`src/rtl/i2c_master_od.sv`:
```
// rtl/i2c_master_od.sv - open-drain I2C byte master with optional clock stretching (I2C_STRETCH_EN)
module i2c_master_od #(
    parameter int DIV   = 500,
    parameter int CNT_W = 10
) (
    input  logic       clk,
    input  logic       rst_n,
    input  logic       req,
    output logic       ready,
    input  logic [3:0] cmd,
    input  logic       nack,
    input  logic [7:0] din,
    output logic [7:0] dout,
    output logic       done,
    output logic       ack_err,
    output logic       busy,
    input  logic       scl_i,
    output logic       scl_oe,
    input  logic       sda_i,
    output logic       sda_oe
);
    typedef enum logic [2:0] {IDLE, START, WRITE, RACK, READ, SACK, STOP} state_t;

    localparam logic [CNT_W-1:0] P_LAST = CNT_W'(DIV - 1);
    localparam logic [CNT_W-1:0] P_HALF = CNT_W'(DIV / 2);
    localparam logic [CNT_W-1:0] P_Q1M  = CNT_W'(DIV / 4 - 1);
    localparam logic [CNT_W-1:0] P_Q3M  = CNT_W'(3 * DIV / 4 - 1);
    localparam logic [CNT_W-1:0] P_Q3   = CNT_W'(3 * DIV / 4);

    state_t           state, state_nx;
    logic [CNT_W-1:0] p;
    logic [2:0]       bit_idx;
    logic [3:1]       cmd_q;
    logic [7:0]       din_q;
    logic             nack_q;
    logic             sda_q;
    logic             scl_hold;
    logic             busy_q;
    logic             zero_done;
    logic [7:0]       rx_sh;
    logic [7:0]       dout_q;
    logic             hold;
    logic             accept;
    logic             phase_end;
    logic             last;
    logic             rd_done;

    // Phase that follows START (also the first phase when no START is requested).
    function automatic state_t after_start(input logic [3:1] c);
        if (c[1])      return WRITE;
        else if (c[2]) return READ;
        else if (c[3]) return STOP;
        else           return IDLE;
    endfunction

`ifdef I2C_STRETCH_EN
    // Freeze the phase counter while a slave keeps the released SCL low.
    assign hold = (state != IDLE) && (p >= P_HALF) && !scl_i;
`else
    logic unused_scl;
    assign unused_scl = scl_i;
    assign hold       = 1'b0;
`endif

    // State register.
    always_ff @(posedge clk or negedge rst_n) begin
        if (!rst_n) state <= IDLE;
        else        state <= state_nx;
    end

    // Next-state decode and bus/handshake outputs.
    always_comb begin
        state_nx  = state;
        accept    = 1'b0;
        ready     = 1'b0;
        scl_oe    = 1'b0;
        sda_oe    = 1'b0;
        phase_end = (state != IDLE) && !hold && (p == P_LAST);
        case (state)
            IDLE: begin
                ready  = 1'b1;
                accept = req;
                scl_oe = scl_hold & busy_q;
                sda_oe = sda_q & busy_q;
                if (req) state_nx = cmd[0] ? START : after_start(cmd[3:1]);
            end
            START:       if (phase_end) state_nx = after_start(cmd_q);
            WRITE:       if (phase_end && bit_idx == 3'd7) state_nx = RACK;
            READ:        if (phase_end && bit_idx == 3'd7) state_nx = SACK;
            RACK, SACK:  if (phase_end) state_nx = cmd_q[3] ? STOP : IDLE;
            STOP:        if (phase_end) state_nx = IDLE;
            default:     state_nx = IDLE;
        endcase
        if (state != IDLE) begin
            scl_oe = (p < P_HALF);
            sda_oe = sda_q;
        end
        last    = phase_end && (state_nx == IDLE);
        rd_done = last && cmd_q[2] && !cmd_q[1];
        done    = zero_done | last;
        busy    = busy_q && !((state == STOP) && phase_end);
        dout    = rd_done ? rx_sh : dout_q;
    end

    // Phase counter, bit index, SDA drive and sampled data.
    always_ff @(posedge clk or negedge rst_n) begin
        if (!rst_n) begin
            p         <= '0;
            bit_idx   <= 3'd0;
            cmd_q     <= 3'd0;
            din_q     <= 8'h00;
            nack_q    <= 1'b0;
            sda_q     <= 1'b0;
            scl_hold  <= 1'b0;
            busy_q    <= 1'b0;
            zero_done <= 1'b0;
            rx_sh     <= 8'h00;
            dout_q    <= 8'h00;
            ack_err   <= 1'b1;
        end else begin
            zero_done <= 1'b0;
            if (accept) begin
                cmd_q     <= cmd[3:1];
                din_q     <= din;
                nack_q    <= nack;
                p         <= '0;
                bit_idx   <= 3'd0;
                zero_done <= (cmd == 4'd0);
                if (cmd[0]) busy_q <= 1'b1;
            end else if (state != IDLE && !hold) begin
                p <= (p == P_LAST) ? '0 : p + 1'b1;
                if (p == P_Q1M) begin
                    case (state)
                        START:       sda_q <= 1'b0;
                        WRITE:       sda_q <= ~din_q[3'd7 - bit_idx];
                        RACK, READ:  sda_q <= 1'b0;
                        SACK:        sda_q <= ~nack_q;
                        STOP:        sda_q <= 1'b1;
                        default:     sda_q <= sda_q;
                    endcase
                end
                if (p == P_Q3M) begin
                    if (state == START) sda_q <= 1'b1;
                    if (state == STOP)  sda_q <= 1'b0;
                end
                if (p == P_Q3) begin
                    if (state == RACK) ack_err <= sda_i;
                    if (state == READ) rx_sh   <= {rx_sh[6:0], sda_i};
                end
                if (p == P_LAST) begin
                    bit_idx <= (state_nx == state) ? bit_idx + 3'd1 : 3'd0;
                    if (state_nx == IDLE)  scl_hold <= (state != STOP);
                    if (state == STOP)     busy_q   <= 1'b0;
                    if (rd_done)           dout_q   <= rx_sh;
                end
            end
        end
    end
endmodule

```
`config.mk`:
```
export PLATFORM = sky130hd
export DESIGN_NAME = i2c_master_od
export DESIGN_NICKNAME = d
export VERILOG_FILES = /design/src/rtl/i2c_master_od.sv
export SDC_FILE = /design/constraint.sdc
export NUM_CORES = 1
export LEC_CHECK = 0
export CAP_MARGIN = 20
export CELL_PAD_IN_SITES_DETAIL_PLACEMENT = 1
export CELL_PAD_IN_SITES_GLOBAL_PLACEMENT = 2
export CORE_ASPECT_RATIO = 1.5
export CORE_MARGIN = 4
export CORE_UTILIZATION = 40
export DETAILED_ROUTE_END_ITERATION = 16
export HOLD_SLACK_MARGIN = 0.12
export PLACE_DENSITY = 0.85
export SLEW_MARGIN = 20
export SYNTH_ARGS = -nofsm -noshare
export SYNTH_HDL_FRONTEND = slang
export SYNTH_SLANG_ARGS = --single-unit
```
`constraint.sdc`:
```
create_clock -name clk -period 7.81 [get_ports clk]
set_input_delay 0.781 -clock clk [delete_from_list [all_inputs] [get_ports clk]]
set_output_delay 0.781 -clock clk [all_outputs]
set_load 0.05 [all_outputs]
```
* Yosys cells after proc, flatten, opt, wreduce, memory -nomap -nowiden *
Cells that the tools add are included.

storage, ports and cells
  register bits = 49
  output and inout port bits = 14

operators by class
  add/subtract/negate cells = 3
  $lt $le $gt $ge = 2
  eq/ne operators = 14
  muxes and demuxes = 41
  bitwise gates (word level) = 6
  reductions and logical operators = 25

operators with widths
  operator                                              number
  two-way mux 3 bit                                     17
  == test 10 x 9 -> 1 bit (second input constant)       3
  two-way mux 10 bit                                    3
  case mux 3 bit (6 select lines)                       1
  two-way mux 1 bit                                     17
  AND reduction 4 bit                                   4
  == test 3 bit (second input constant)                 4
  adder 10 x 1 -> 10 bit (second input constant)        1
  == test 10 x 7 -> 1 bit (second input constant)       1
  < comparator 10 x 8 -> 1 bit (second input constant)  1
  two-way mux 8 bit                                     1
  logical AND 1 bit                                     7
  == test 3 x 2 -> 1 bit (second input constant)        2
  zero test 3 bit                                       2
  nonzero test 2 bit                                    3
  zero test 4 bit                                       1
  < comparator 3 x 4 -> 1 bit (second input constant)   1
  case mux 1 bit (4 select lines)                       1
  AND reduction 2 bit                                   2
  adder 3 x 1 -> 3 bit (second input constant)          1
  binary-select mux 1 bit (select 3 bit)                1
  == test 3 x 1 -> 1 bit (second input constant)        1
  == test 3 bit                                         1
  inequality test 3 bit (second input constant)         1
  10 further kinds                                      14

* Depth between registers and ports, before layout *
Gate-level depths: netlist of the first run.

  word-level depth = 11
  mapped depth = 9

* Least setup slack after synthesis of the first run *
No wires, ideal clock.

  kind = register to output
  start point = register state[1]
  end point = output port scl_oe
  arrival time = 3.032 ns
  data required time = 7.029 ns
  slack = 3.997 ns
  stages on the path, launching flop included = 7
  path buffers = 2
  cell sequence = dfrtp_1 -> buf_6 -> clkbuf_1 -> nor2_1 -> nand2_1 -> inv_1 -> o41ai_1

on the way
  longest elaborated chain between the ends = 3
  elaborated cells on any way between the ends = 4
  those cells by class = mux (2); reduce/logical (2)

ends and longest elaborated chain
  element                 line  RTL
  start, declared         30    state_t state, state_nx;
  start signal, assigned  68    else state <= state_nx;
  zero test 3 bit         79    case (state)
  two-way mux 1 bit       79
  two-way mux 1 bit (*)   94    if (state != IDLE) begin
  end, declared           18    output logic scl_oe,

Mark *: on every way between the ends. The rest lies on a longest branch, timed or not.

* Worst setup path after layout of the first run *
  start point = register bit_idx[0]
  end point = output port dout[4]

on the way
  longest elaborated chain between the ends = 9
  elaborated cells on any way between the ends = 10
  those cells by class = eq/ne (1); mux (4); reduce/logical (5)

ends and longest elaborated chain
  element                                      line    RTL
  start, declared                              32      logic [2:0] bit_idx;
  start signal, assigned                       151     bit_idx <= (state_nx == state) ? bit_idx + 3'd1 : 3'd0;
  == test 3 bit (*)                            88, 89
  logical AND 1 bit (*)                        88, 89
  two-way mux 3 bit, on equally long branches  89, 88
  case mux 3 bit (6 select lines) (*)          79
  via state_nx[0]                              30
  zero test 3 bit (*)                          98      last = phase_end && (state_nx == IDLE);
  logical AND 1 bit (*)                        98
  logical AND 1 bit (*) (2 in a row)           99      rd_done = last && cmd_q[2] && !cmd_q[1];
  two-way mux 8 bit (*)                        -
  end, declared                                13      output logic [7:0] dout,

The timed path passes the listed nets; every way through them passes the cells marked *.

==> qor.yml, run 1 <==
status:
  status: "complete, no violations"
detailed_routing:
  drt_pass1_iterations: 4
  viasPerCell: 5.589
  drtAntennaViolNets: 0
  drt_drc_violations_left: 0
  vias: 1906
  drtIter0Drc: 54
  wirelength_um: 5842
  wl_per_cell_um: 17.13
clocking:
  clock_latency_ns: 0.31
  cts_setup_buffers: 0
  postCtsResizedCells: 0
  ctsHoldBuffers: 0
  cts_buffer_depth: 2
  cts_root_buffer: "clkbuf_8"
  cts_sinks: 49
  cts_htree_levels: 2
  cts_tree: "yes"
  clk_pin_slew_ns: 0.09
  cts_inserted_buffers: 5
timing:
  setup_viol: 0
  rsz0062_at_grt: "false"
  finClkSkew_ns: 0.006856
  worstMarginPinSlew_ns: 0.6572
  final_max_slew_viol_count: 0
  whs_ns: 0.5009
  tns_ns: 0
  max_freq_mhz: 220.6
  relSlewSlack_pct: 55.78
  post-route-period-util_pct: 58.05
  finalHoldViolations: 0
  layout_setup_ws_ns: 3.277
  min_period_ns: 4.533
synth:
  synth_nets: 256
  synth.ff_latch_count: 49
  syn_area_mm2: 0.002660
  synth_warnings: 0
  synthMostInstantiatedCell: "dfrtp_1"
  synth-edff-count: 0
  synth.area.top_cells: "dfrtp_1 45%, mux2_2 8.9%, mux2_4 5.6%"
  async_reset_ff_share_pct: 100.0
  yosysTopAreaCellShare_pct: 45.16
  synth_cell_types: 49
  syn_avg_cell_area_um2: 11.42
  yosysTopAreaCell: "dfrtp_1"
  synth_commonest_cells: "48 x dfrtp_1, 21 x mux2_2, 18 x nor2_1"
  synthFlopType: "dfrtp_1"
  seq_area_frac_synth_pct: 46.14
  synthCells: 233
critical_path:
  critPathCaptureType: "output port"
  reg2reg_setup_slack_ns: 4.94
  crit_start: "bit_idx[0]"
  worstRegToRegCells: 8
  r2r_end: "dout_q[2]"
  worst-path-max-fanout: 16
  r2r_start: "bit_idx[0]"
  crit_required_ns: 7.03
  arrival_ns: 3.75
  cp-start-kind: "flop"
  path_class: "flop to output port"
finish:
  area_growth_pct: 18.67
  fill_cells: 716
  multi_input_area_mm2: 0.001356
  drive_above_1_share_pct: 20.00
  fin_nets: 287
  seq_area_mm2: 0.001227
  fin_area_mm2: 0.003157
  diodes: 0
hold_path:
  whs_endpoint: "dout_q[1]"
  min_from: "dout_q[1]"
  holdPathStages: 1
  hold_class: "flop to flop"
global_route:
  antenna_found_initial: 0
  grt_pass1_wl_um: 10070
  grtUsageTotal_pct: 16.33
  grt_start_max_net_pins: 50
  grt_pass1_vias: 2004
  grt_overflow: 0
power:
  ir_worst_vdd_v: 0.00008339
  leakage_nw: 1.486
  total_power_mw: 0.5002
  p_per_area_mw_per_mm2: 158.4
placed_design:
  dpl_cell_area_mm2: 0.003019
  gp_congestion: 0.7616
  port_buffers: 30
  place_ws_ns: 3.316
  dp_hpwl_um: 4274
floorplanning:
  start_util_pct: 41.01
  rows: 36
  core_area_mm2: 0.006486
  die_height_um: 107.9
  io_pins: 32
  die_area_mm2: 0.008046
  chipWidth_um: 74.59
flow_run:
  drv_cap: 0
## cell families after synthesis
logic type	Yosys count	share of synthesized area, %
AO/OA/AOI/OAI	44	11.15
multiplexers	42	19.90
adder cells (fa/ha/maj)	5	2.352
flip-flops	49	46.14
XOR/XNOR	2	0.6586
buffers and inverters	16	2.869
AND/OR/NAND/NOR	75	16.93
## worst max-delay path by stage
stage / endpoint / slack [ns] / depth (start not counted)
final: dout[4] / 3.28 / 9
after global routing: dout[4] / 3.08 / 8
after CTS: dout[4] / 3.22 / 9
after detailed placement: dout[4] / 3.32 / 7
after global placement: dout[5] / 3.35 / 7
after floorplan: scl_oe / 4.00 / 6
## per-stage QoR
stage,util [%],std cells
3_5_place_dp,46.55,333
2_1_floorplan,-,233
4_1_cts,48.67,341
3_3_place_gp,46.55,333
5_1_grt,48.67,341
6_report,48.67,341
## placed cells by master, fill, tap and decap left out, types with 2 or more instances in the layout
cell type and instances:
dfrtp_1 48, clkdlybuf4s50_1 29, mux2_2 21, nor2_1 18, o21ai_0 13, nand2_1 12, a21oi_1 10, mux2_4 10
nand3_1 9, nor3_1 8, inv_1 7, mux2_1 6, ha_1 5, clkbuf_8 5, nand4_1 4, nand2b_1 4
o21a_1 3, mux2i_1 3, and4b_1 3, o31ai_1 3, a22o_1 3, and4_1 2, nor3b_1 2, o21bai_1 2
and3_1 2, a21o_1 2, o41ai_1 2, nor2b_1 2, xnor2_1 2, mux4_2 2, bufinv_16 2, buf_4 2
## final cells by class
cell class | instances | share of cell area (%)
Clock buffer | 5 | 2.180
Clock inverter | 3 | 2.180
Timing Repair Buffer | 32 | 9.830
Multi-Input combinational cell | 168 | 42.96
Inverter | 8 | 0.9512
Tap cell | 76 | 3.012
Sequential cell | 49 | 38.88
## worst max-delay path, cell delays in order (launching register included)
cell and delay, ns:
dfrtp_1 0.45, ha_1 0.23, ha_1 0.20, o21a_1 0.12, and4_4 0.19, o311a_4 0.37
nor4_4 0.39, nand4b_4 0.37, mux2_4 0.41, clkdlybuf4s50_1 0.71
## metal layers
layer	track usage [%]	share of wire (%)
met5	0	0
met4	6.361	2.6
met3	3.458	3.1
met2	28.24	52
met1	19.23	42
## sequential cells by signal (all words and copies together) (netlist names), 3 cells and up
signal / cells
dout_q: 8
state: 3
din_q: 8
bit_idx: 3
p: 10
rx_sh: 8
cmd_q: 3
## power by group
group          switching [mW]  total (mW)  internal (mW)
logic                 0.00994      0.0220         0.0121
clock network          0.0892       0.218          0.129
registers             0.00274       0.260          0.257
No activity file was read; power rests on OpenSTA's default activity.
==> inputs of run 2 (changes only) <==
--- a/config.mk
+++ b/config.mk
@@ -10,10 +10,10 @@
 export CELL_PAD_IN_SITES_GLOBAL_PLACEMENT = 2
 export CORE_ASPECT_RATIO = 1.5
 export CORE_MARGIN = 4
-export CORE_UTILIZATION = 40
+export CORE_UTILIZATION = 37
 export DETAILED_ROUTE_END_ITERATION = 16
 export HOLD_SLACK_MARGIN = 0.12
-export PLACE_DENSITY = 0.85
+export PLACE_DENSITY = 0.79
 export SLEW_MARGIN = 20
 export SYNTH_ARGS = -nofsm -noshare
 export SYNTH_HDL_FRONTEND = slang
==> constraint.sdc (replaced) <==
create_clock -name clk -period 4.2 [get_ports clk]
set_input_delay 0.42 -clock clk [delete_from_list [all_inputs] [get_ports clk]]
set_output_delay 0.42 -clock clk [all_outputs]
set_load 0.05 [all_outputs]
==> run 2 against run 1 <==
Net effect: utilization is 3.4 points lower; largest power group unchanged; critical endpoint is now dout[3]; non-clock buffer count rose by 4; final area is 0.44% lower; largest cell class unchanged; wire length up 3.5%.
==> qor.yml, run 2 (synthesized netlist as in run 1, its figures left out) <==
finish:
  fin_cells: 347  # was 341
  largest_reg_flops: 10  # unchanged
  area_growth_pct: 18.16  # was 18.67%
  diodes: 0  # unchanged
  most-common-layout-cells: "48 x dfrtp_1, 21 x mux2_2, 21 x clkdlybuf4s50_1"  # was 48 x dfrtp_1, 29 x clkdlybuf4s50_1, 21 x mux2_2
  drive_above_1_share_pct: 21.56  # was 20.00%
  final_common_cell: "dfrtp_1"  # unchanged
  regMostFlops: "p"  # unchanged
  fin_nets: 291  # was 287
critical_path:
  reg2reg_setup_slack_ns: 1.34  # was 4.94 ns
  path_class: "flop to output port"  # unchanged
  crit_family: "simple AND/OR/NAND/NOR gates"  # unchanged
  cp-start-kind: "flop"  # unchanged
  critPathSlowestCell: "dfrtp_1"  # was clkdlybuf4s50_1
  worstPathCellList: "ha_1, ha_1, o21a_1, and4_4, o311a_4, nor4_4, nand4b_4, mux2_4, dlygate4sd2_1"  # was ha_1, ha_1, o21a_1, and4_4, o311a_4, nor4_4, nand4b_4, mux2_4, clkdlybuf4s50_1
  critPathCaptureType: "output port"  # unchanged
  path_buf_inv: 1  # unchanged
  worst-path-max-fanout: 16  # unchanged
  crit_required_ns: 3.78  # was 7.03 ns
  arrival_ns: 3.46  # was 3.75 ns
  crit_start: "bit_idx[0]"  # unchanged
  critPathMostFrequentCell: "ha_1"  # unchanged
  critPathMaxStageDelay_ns: 0.46  # was 0.71 ns
  r2r_start: "bit_idx[0]"  # unchanged
power:
  ir_worst_vdd_v: 0.0001181  # was 0.00008339 V
  switching_share_pct: 23.90  # was 20.38%
  leakage_nw: 1.521  # was 1.486 nW
  clkPwrFrac_pct: 35.7  # was 43.6%
  combPwrFrac_pct: 5.1  # was 4.4%
  total_power_mw: 0.8167  # was 0.5002 mW
  p_int_mw: 0.6215  # was 0.3982 mW
  p_seq_share_pct: 59.2  # was 52.0%
  p_sw_mw: 0.1952  # was 0.1019 mW
  p_per_area_mw_per_mm2: 259.8  # was 158.4 mW/mm2
flow_run:
  drv_cap: 0  # unchanged
global_route:
  antenna_found_initial: 0  # unchanged
  grt_overflow: 0  # unchanged
  grt_pass1_wl_um: 10230  # was 10070 um
  grt_start_max_net_pins: 50  # unchanged
  grtUsageTotal_pct: 14.59  # was 16.33%
  grt_pass1_vias: 2067  # was 2004
placed_design:
  dp_hpwl_um: 4505  # was 4274 um
  port_buffers: 30  # unchanged
  gp_congestion: 0.7248  # was 0.7616
  dp_cells: 339  # was 333
clocking:
  cts_sinks: 49  # unchanged
  cts_root_buffer: "clkbuf_8"  # unchanged
  cts_tree: "yes"  # unchanged
  clk_pin_slew_ns: 0.10  # was 0.09 ns
  cts_inserted_buffers: 5  # unchanged
  ctsHoldBuffers: 0  # unchanged
  cts_buffer_depth: 2  # unchanged
  cts_htree_levels: 2  # unchanged
  clock_latency_ns: 0.31  # about the same
timing:
  post-route-period-util_pct: 92.30
  worstMarginPinSlew_ns: 0.6507  # was 0.6572 ns
  setup_viol: 0  # unchanged
  finalHoldViolations: 0  # unchanged
  tns_ns: 0  # unchanged
  relSlewSlack_pct: 56.62  # was 55.78%
  rsz0062_at_grt: "false"  # unchanged
  finClkSkew_ns: 0.009254  # was 0.006856 ns
  min_period_ns: 3.877
  final_max_slew_viol_count: 0  # unchanged
  max_freq_mhz: 258.0
detailed_routing:
  drt_pass1_iterations: 4  # unchanged
  drtIter0Drc: 69  # was 54
  vias: 1915  # was 1906
  drtAntennaViolNets: 0  # unchanged
  wirelength_um: 6048  # was 5842 um
  viasPerCell: 5.519  # was 5.589
  wl_per_cell_um: 17.43  # was 17.13 um
  drt_drc_violations_left: 0  # unchanged
floorplanning:
  die_area_mm2: 0.008638  # was 0.008046 mm2
  core_area_mm2: 0.006944  # was 0.006486 mm2
  start_util_pct: 38.31  # was 41.01%
  die_height_um: 111.8  # was 107.9 um
  chipWidth_um: 77.23  # was 74.59 um
  io_pins: 32  # unchanged
  rows: 37  # was 36
hold_path:
  hold_class: "primary input to asynchronous set/reset pin"  # was flop to flop
status:
  status: "complete, no violations"  # unchanged
==> run 2: power by group through the flow <==
stage                     sequential, mW  combinational, mW  clock, mW
after floorplan                    0.491             0.0130          0
after global placement             0.493             0.0421          0
after detailed placement           0.493             0.0429          0
after CTS                          0.484             0.0430      0.308
after global routing               0.485             0.0461      0.325
final                              0.484             0.0417      0.291
==> run 2: per-layer routing <==
| metal | track usage (%) | share of wire, % | vias up |
|---|---|---|---|
| met5 | 0 | 0 | - |
| met4 | 4.276 | 1.3 | 0 |
| met3 | 2.427 | 2.3 | 6 |
| met2 | 27.18 | 55 | 26 |
| met1 | 16.83 | 42 | 958 |
| li1 | - | - | 925 |
==> run 2: final timing paths <==
check,cells after the start,endpoint
max in group asynchronous,2,state[2]
worst max register to register,8,dout_q[0]
worst min register to register,1,dout_q[1]
min in group clk,1,dout_q[1]
worst min-delay path,2,cmd_q[1]
worst max-delay path,9,dout[3]
==> run 2: cell type report <==
class | instances | area, um2
fill | 764 | 3801
clock inverter | 3 | 25.02
sequential | 49 | 1227
multi-input combinational | 168 | 1365
clock buffer | 5 | 68.82
timing repair buffer | 36 | 329.1
inverter | 8 | 30.03
tap | 78 | 97.59
==> run 2: repair_timing <==
item                                    4_1_cts  5_1_grt
endpoints found under the setup margin        7        0
setup buffers                                 0        0
resized for setup                             7        0
==> run 2: stage by stage <==
| step | instance area [um2] | hold WS (ns) | utilization, % | worst slack, ns |
|---|---|---|---|---|
| after CTS | 3143 | 0.2318 | 45.26 | 0.2705 |
| after global routing | 3143 | 0.2592 | 45.26 | 0.1398 |
| after detailed placement | 3058 | 0.4861 | 44.04 | 0.3435 |
| after floorplan | 2660 | 0.1244 | - | 0.7485 |
| final | 3143 | 0.2144 | 45.26 | 0.3234 |
| after global placement | 3058 | 0.4734 | 44.04 | 0.3573 |
==> inputs of run 3 (changes only) <==
--- a/config.mk
+++ b/config.mk
@@ -14,7 +14,7 @@
 export DETAILED_ROUTE_END_ITERATION = 16
 export HOLD_SLACK_MARGIN = 0.12
 export PLACE_DENSITY = 0.79
-export SLEW_MARGIN = 20
+export SLEW_MARGIN = 40
 export SYNTH_ARGS = -nofsm -noshare
 export SYNTH_HDL_FRONTEND = slang
 export SYNTH_SLANG_ARGS = --single-unit
==> results of run 3 <==
Same layout as run 2: the final DEF is identical, and so are final timing and power.
